--- src/rtl/mem_arbiter.sv ---
// mem_arbiter: shares one memory bus between instruction fetch (IF) and load/store (D),
// one transaction at a time. Define MEM_ARBITER_ROUND_ROBIN_EN for round-robin tie-breaking.
package mem_arbiter_pkg;
    typedef enum logic [1:0] {
        MEM_ACCESS_SIZE_BYTE = 2'd0,
        MEM_ACCESS_SIZE_HALF = 2'd1,
        MEM_ACCESS_SIZE_WORD = 2'd2
    } mem_access_size_t;
endpackage

module mem_arbiter
    import mem_arbiter_pkg::*;
#(
    parameter int unsigned MAX_WAIT = 64
) (
    input  logic             clk_i,
    input  logic             reset_i,
    input  logic             if_req_i,
    input  logic [31:0]      if_addr_i,
    output logic             if_gnt_o,
    output logic             if_rvalid_o,
    output logic [31:0]      if_rdata_o,
    output logic             if_err_o,
    input  logic             d_req_i,
    input  logic             d_we_i,
    input  logic [31:0]      d_addr_i,
    input  logic [31:0]      d_wdata_i,
    input  mem_access_size_t d_size_i,
    output logic             d_gnt_o,
    output logic             d_rvalid_o,
    output logic [31:0]      d_rdata_o,
    output logic             d_err_o,
    output logic             mem_req_o,
    output logic             mem_we_o,
    output logic [31:0]      mem_addr_o,
    output logic [31:0]      mem_wdata_o,
    output mem_access_size_t mem_size_o,
    input  logic             mem_gnt_i,
    input  logic             mem_rvalid_i,
    input  logic [31:0]      mem_rdata_i
);
    localparam int unsigned      CNT_W   = $clog2(MAX_WAIT + 1);
    localparam logic [CNT_W-1:0] CNT_MAX = CNT_W'(MAX_WAIT);

    typedef enum logic [1:0] {ST_IDLE, ST_ISSUE, ST_WAIT} state_t;
    typedef enum logic {OWN_IF = 1'b0, OWN_D = 1'b1} port_t;

    state_t           state_q, state_d;
    port_t            owner_q, owner_d;
    port_t            winner;
    logic [CNT_W-1:0] cnt_q, cnt_d;
    logic             mem_we_q, mem_we_d;
    logic [31:0]      mem_addr_q, mem_addr_d;
    logic [31:0]      mem_wdata_q, mem_wdata_d;
    mem_access_size_t mem_size_q, mem_size_d;
    logic             gnt, fin, fin_err;
    logic [31:0]      fin_data;
`ifdef MEM_ARBITER_ROUND_ROBIN_EN
    port_t            last_q, last_d;
`endif

    always_comb begin
        winner = OWN_IF;
        if (if_req_i && d_req_i) begin
`ifdef MEM_ARBITER_ROUND_ROBIN_EN
            winner = (last_q == OWN_IF) ? OWN_D : OWN_IF;
`else
            winner = OWN_D;
`endif
        end else if (d_req_i) begin
            winner = OWN_D;
        end
    end

    always_comb begin
        state_d     = state_q;
        owner_d     = owner_q;
        cnt_d       = cnt_q;
        mem_we_d    = mem_we_q;
        mem_addr_d  = mem_addr_q;
        mem_wdata_d = mem_wdata_q;
        mem_size_d  = mem_size_q;
        gnt         = 1'b0;
        fin         = 1'b0;
        fin_err     = 1'b0;
        fin_data    = '0;
`ifdef MEM_ARBITER_ROUND_ROBIN_EN
        last_d      = last_q;
`endif
        unique case (state_q)
            ST_IDLE: begin
                if (if_req_i || d_req_i) begin
                    gnt     = 1'b1;
                    owner_d = winner;
                    cnt_d   = '0;
                    state_d = ST_ISSUE;
`ifdef MEM_ARBITER_ROUND_ROBIN_EN
                    last_d  = winner;
`endif
                    if (winner == OWN_D) begin
                        mem_we_d    = d_we_i;
                        mem_addr_d  = d_addr_i;
                        mem_wdata_d = d_wdata_i;
                        mem_size_d  = d_size_i;
                    end else begin
                        mem_we_d    = 1'b0;
                        mem_addr_d  = if_addr_i;
                        mem_wdata_d = '0;
                        mem_size_d  = MEM_ACCESS_SIZE_WORD;
                    end
                end
            end
            ST_ISSUE: begin
                if (cnt_q == CNT_MAX) begin
                    fin     = 1'b1;
                    fin_err = 1'b1;
                    state_d = ST_IDLE;
                end else begin
                    cnt_d = cnt_q + 1'b1;
                    if (mem_gnt_i) state_d = ST_WAIT;
                end
            end
            ST_WAIT: begin
                // A completion arriving on the watchdog's last cycle still counts as good.
                if (mem_rvalid_i) begin
                    fin      = 1'b1;
                    fin_data = mem_rdata_i;
                    state_d  = ST_IDLE;
                end else if (cnt_q == CNT_MAX) begin
                    fin     = 1'b1;
                    fin_err = 1'b1;
                    state_d = ST_IDLE;
                end else begin
                    cnt_d = cnt_q + 1'b1;
                end
            end
            default: state_d = ST_IDLE;
        endcase
    end

    always_ff @(posedge clk_i) begin
        if (reset_i) begin
            state_q     <= ST_IDLE;
            owner_q     <= OWN_IF;
            cnt_q       <= '0;
            mem_we_q    <= 1'b0;
            mem_addr_q  <= '0;
            mem_wdata_q <= '0;
            mem_size_q  <= MEM_ACCESS_SIZE_WORD;
`ifdef MEM_ARBITER_ROUND_ROBIN_EN
            last_q      <= OWN_IF;
`endif
        end else begin
            state_q     <= state_d;
            owner_q     <= owner_d;
            cnt_q       <= cnt_d;
            mem_we_q    <= mem_we_d;
            mem_addr_q  <= mem_addr_d;
            mem_wdata_q <= mem_wdata_d;
            mem_size_q  <= mem_size_d;
`ifdef MEM_ARBITER_ROUND_ROBIN_EN
            last_q      <= last_d;
`endif
        end
    end

    // Handshake pulses are masked while reset is held so a grant is never left without its completion.
    assign if_gnt_o    = gnt && (winner == OWN_IF) && !reset_i;
    assign d_gnt_o     = gnt && (winner == OWN_D) && !reset_i;
    assign if_rvalid_o = fin && (owner_q == OWN_IF) && !reset_i;
    assign d_rvalid_o  = fin && (owner_q == OWN_D) && !reset_i;
    assign if_err_o    = if_rvalid_o && fin_err;
    assign d_err_o     = d_rvalid_o && fin_err;
    assign if_rdata_o  = if_rvalid_o ? fin_data : '0;
    assign d_rdata_o   = d_rvalid_o ? fin_data : '0;

    assign mem_req_o   = (state_q == ST_ISSUE);
    assign mem_we_o    = mem_we_q;
    assign mem_addr_o  = mem_addr_q;
    assign mem_wdata_o = mem_wdata_q;
    assign mem_size_o  = mem_size_q;

endmodule

--- config.mk ---
export PLATFORM = sky130hd
export DESIGN_NAME = mem_arbiter
export DESIGN_NICKNAME = d
export VERILOG_FILES = /design/src/rtl/mem_arbiter.sv
export SDC_FILE = /design/constraint.sdc
export NUM_CORES = 1
export LEC_CHECK = 0
export CORE_AREA = 2 2 106 108
export CTS_CLUSTER_SIZE = 25
export DETAILED_ROUTE_END_ITERATION = 16
export DIE_AREA = 0 0 108 110
export HOLD_SLACK_MARGIN = 0.15
export PLACE_DENSITY = 0.8
export SLEW_MARGIN = 25
export SYNTH_ARGS = -nofsm -noshare
export SYNTH_HDL_FRONTEND = slang
export SYNTH_SLANG_ARGS = --single-unit
--- constraint.sdc ---
create_clock -name clk_i -period 4.6 [get_ports clk_i]
set_clock_uncertainty 0.15 [all_clocks]
set_input_delay 1.15 -clock clk_i [delete_from_list [all_inputs] [get_ports clk_i]]
set_output_delay 1.15 -clock clk_i [all_outputs]
set_load 0.02 [all_outputs]
==> out/metrics.csv <==
stage;metric;value;unit
synth;synthCells;381;
cells_and_area;post-route-util;0.620;
timing;period_needed;4.33;ns
grt;grt_pass1_wl;18100;µm
drt;routedWlPerCell;15.4;µm
timing;setup_viol;0;
timing;hold_viol;0;
setup_path;critPathArrivalTime;3.03;ns
synth;synth_area_leaders;dfxtp_1 43%, and2_1 12%, mux2i_1 9.0%, a22o_1 8.4%, a211oi_1 7.0%;
die;die_h;110;µm
drt;vias;3747;
synth;synth-edff-count;0;
placed_design;place.detailed.hpwl;9580;µm
placed_design;portBuffers;274;
clocking;cts-resized-gates;0;
clocking;cts-hold-fix-buffers;0;
setup_path;required;3.30;ns
grt;grt_usage;0.194;
die;die_x;108;µm
synth;ys_types;39;
synth;synth_common_cells;77 x dfxtp_1, 67 x and2_1, 34 x a22o_1, 34 x nor2_1, 33 x a211oi_1;
clocking;path_clk_slew;0.08;ns
clocking;post-cts-setup-buffers;0;
synth;synth_top_area_frac;0.434;
synth;syn_nets;524;
timing;timing.setup.tns;0;ns
drt;dr.pass1.iters;4;
drt;ant_nets;0;
synth;synth_ff_type;dfxtp_1;
die;start_util;0.332;
timing;drv_slew;0;
die;die_area;0.0119;mm²
power_and_ir_drop;combPwrFrac;0.427;
setup_path;cp_max_fo;32;
synth;yosysTopAreaCell;dfxtp_1;
cells_and_area;fin_nets;787;
clocking;cts.sinks;77;
drt;drt_iter0_drc;162;
timing;slew_headroom;0.595;
setup_path;critical_path_class;input pin to output pin;
power_and_ir_drop;pwr-share-clk;0.210;
power_and_ir_drop;power_density;369;mW/mm²
synth;ys_seq_elements;77;
timing;worstMarginPinSlew;0.608;ns
cells_and_area;fillers;895;
cells_and_area;syn2layout_area_growth;86.9;%
grt;grt_max_degree;67;
placed_design;gp_congestion;0.764;
power_and_ir_drop;p_switching;880;µW
power_and_ir_drop;p_leak;0.00256;µW
synth;ys_seq_area_frac;0.434;
clocking;cts_tree;done;
grt;grt_pass1_vias;3655;
synth;avgSynthCellArea;9.32;µm²
clocking;insertion_delay;0.34;ns
power_and_ir_drop;sw_frac_of_total;0.359;
cells_and_area;n_antenna_cell;0;
setup_path;start_kind;input pin;
die;rows;38;
synth;synth_area;0.00355;mm²
run_status;status;finished clean;
timing;finalCritPeriodShare;0.941;
power_and_ir_drop;p_seq_frac;0.363;
power_and_ir_drop;peakVddDrop;0.294;mV
power_and_ir_drop;power.total;2450;µW
drt;drc;0;
worst_hold_path;hp-class;flip-flop to flip-flop;
drt;vias_per_cell;4.75;
synth;yosysWarnings;0;
cells_and_area;drive_gt1_frac;0.0524;
clocking;cts_buffer_depth;2;
clocking;htree_levels;3;
job;maxCapViolCount;0;
timing;rsz0062_at_grt;no;
timing;fmax;231;MHz
timing;fin_hold_ws;0.326;ns
clocking;cts_buffers;9;
synth;synthArstFlopShare;0;
drt;wirelength;12200;µm
die;ioPinCount;275;
clocking;root_buffer;clkbuf_8;
grt;antenna_found_initial;0;
power_and_ir_drop;cellInternalPower;1570;µW
setup_path;end_kind;output pin;
grt;grt-ovfl-total;0;
die;core_area;0.0107;mm²
synth;yosysMostFrequentCell;dfxtp_1;
[final timing paths]
kind         cells past startpoint       startpoint  slack (ns)               to
max                              7          reset_i        0.27    d_rdata_o[27]
max reg2reg                      5       state_q[0]        2.43         cnt_q[1]
min reg2reg                      1  mem_wdata_o[27]        0.33  mem_wdata_o[27]
min                              1  mem_wdata_o[27]        0.33  mem_wdata_o[27]
[cell type report]
class,instances,area (µm²),share of cell area
Sequential cell,77,1540,0.232
Inverter,8,30.0,0.00453
Multi-Input combinational cell,266,1870,0.281
Tap cell,140,175,0.0264
Clock buffer,10,128,0.0192
Clock inverter,6,71.3,0.0107
Timing Repair Buffer,282,2820,0.425
[per-layer routing]
metal  vias to the layer above  global-route usage  part of all wire
met1                      1668               0.200              0.36
met3                        20              0.0800              0.11
li1                       1880                   -                 -
met5                         -                   0                 0
met2                       179               0.356              0.51
met4                         0              0.0668             0.021
[logic make-up (layout without fill, tap and decap cells)]
| family | after synthesis | count (layout) | share of synthesized area |
|---|---|---|---|
| fa+ha+maj | 6 | 6 | 0.0211 |
| compound gates | 89 | 89 | 0.191 |
| mux | 32 | 32 | 0.0902 |
| flops | 77 | 77 | 0.434 |
| simple gates | 139 | 139 | 0.220 |
| buf+inv | 38 | 306 | 0.0440 |
[power groups by stage]
stage	sequential (µW)	clock, µW	combinational (µW)
floorplan	1060	0	396
global placement	897	0	1030
detailed placement	904	0	1050
CTS	890	536	1050
global route	908	563	1130
finish	889	514	1050
[flip-flops by register name (all words and copies together), names as in the netlist]
register and flops:
owner_q 1, mem_wdata_o 32, mem_size_o 2, mem_we_o 1
cnt_q 7, state_q 2, mem_addr_o 32
[per-stage QoR]
step / setup WS [ns] / cell area [µm²] / std cells
after floorplan: 0.823 / 3550 / 381
after global placement: 0.285 / 6440 / 773
after detailed placement: 0.247 / 6440 / 773
after CTS: 0.250 / 6640 / 789
after global routing: 0.176 / 6640 / 789
final: 0.273 / 6640 / 789
[layout by cell type, fill, tap and decap left out, types with 3 or more instances in the layout]
cell and instances:
clkbuf_8 9, buf_4 6, o21ai_0 4, dfxtp_1 77, a211oi_1 33, a21oi_1 9
nand3_1 3, clkdlybuf4s50_1 273, inv_1 8, nand2_1 9, a22o_1 34, and2_1 67
mux2i_1 32, nor2_1 33, ha_1 6, or4_1 4
[worst max-delay path, stage by stage]
cell and delay [ns]:
clkdlybuf4s50_1 0.43, inv_1 0.08, nand2_1 0.12, nor3_2 0.27, buf_12 0.20, and2_1 0.15
clkdlybuf4s50_1 0.62
No activity file was read; power rests on OpenSTA's default activity.
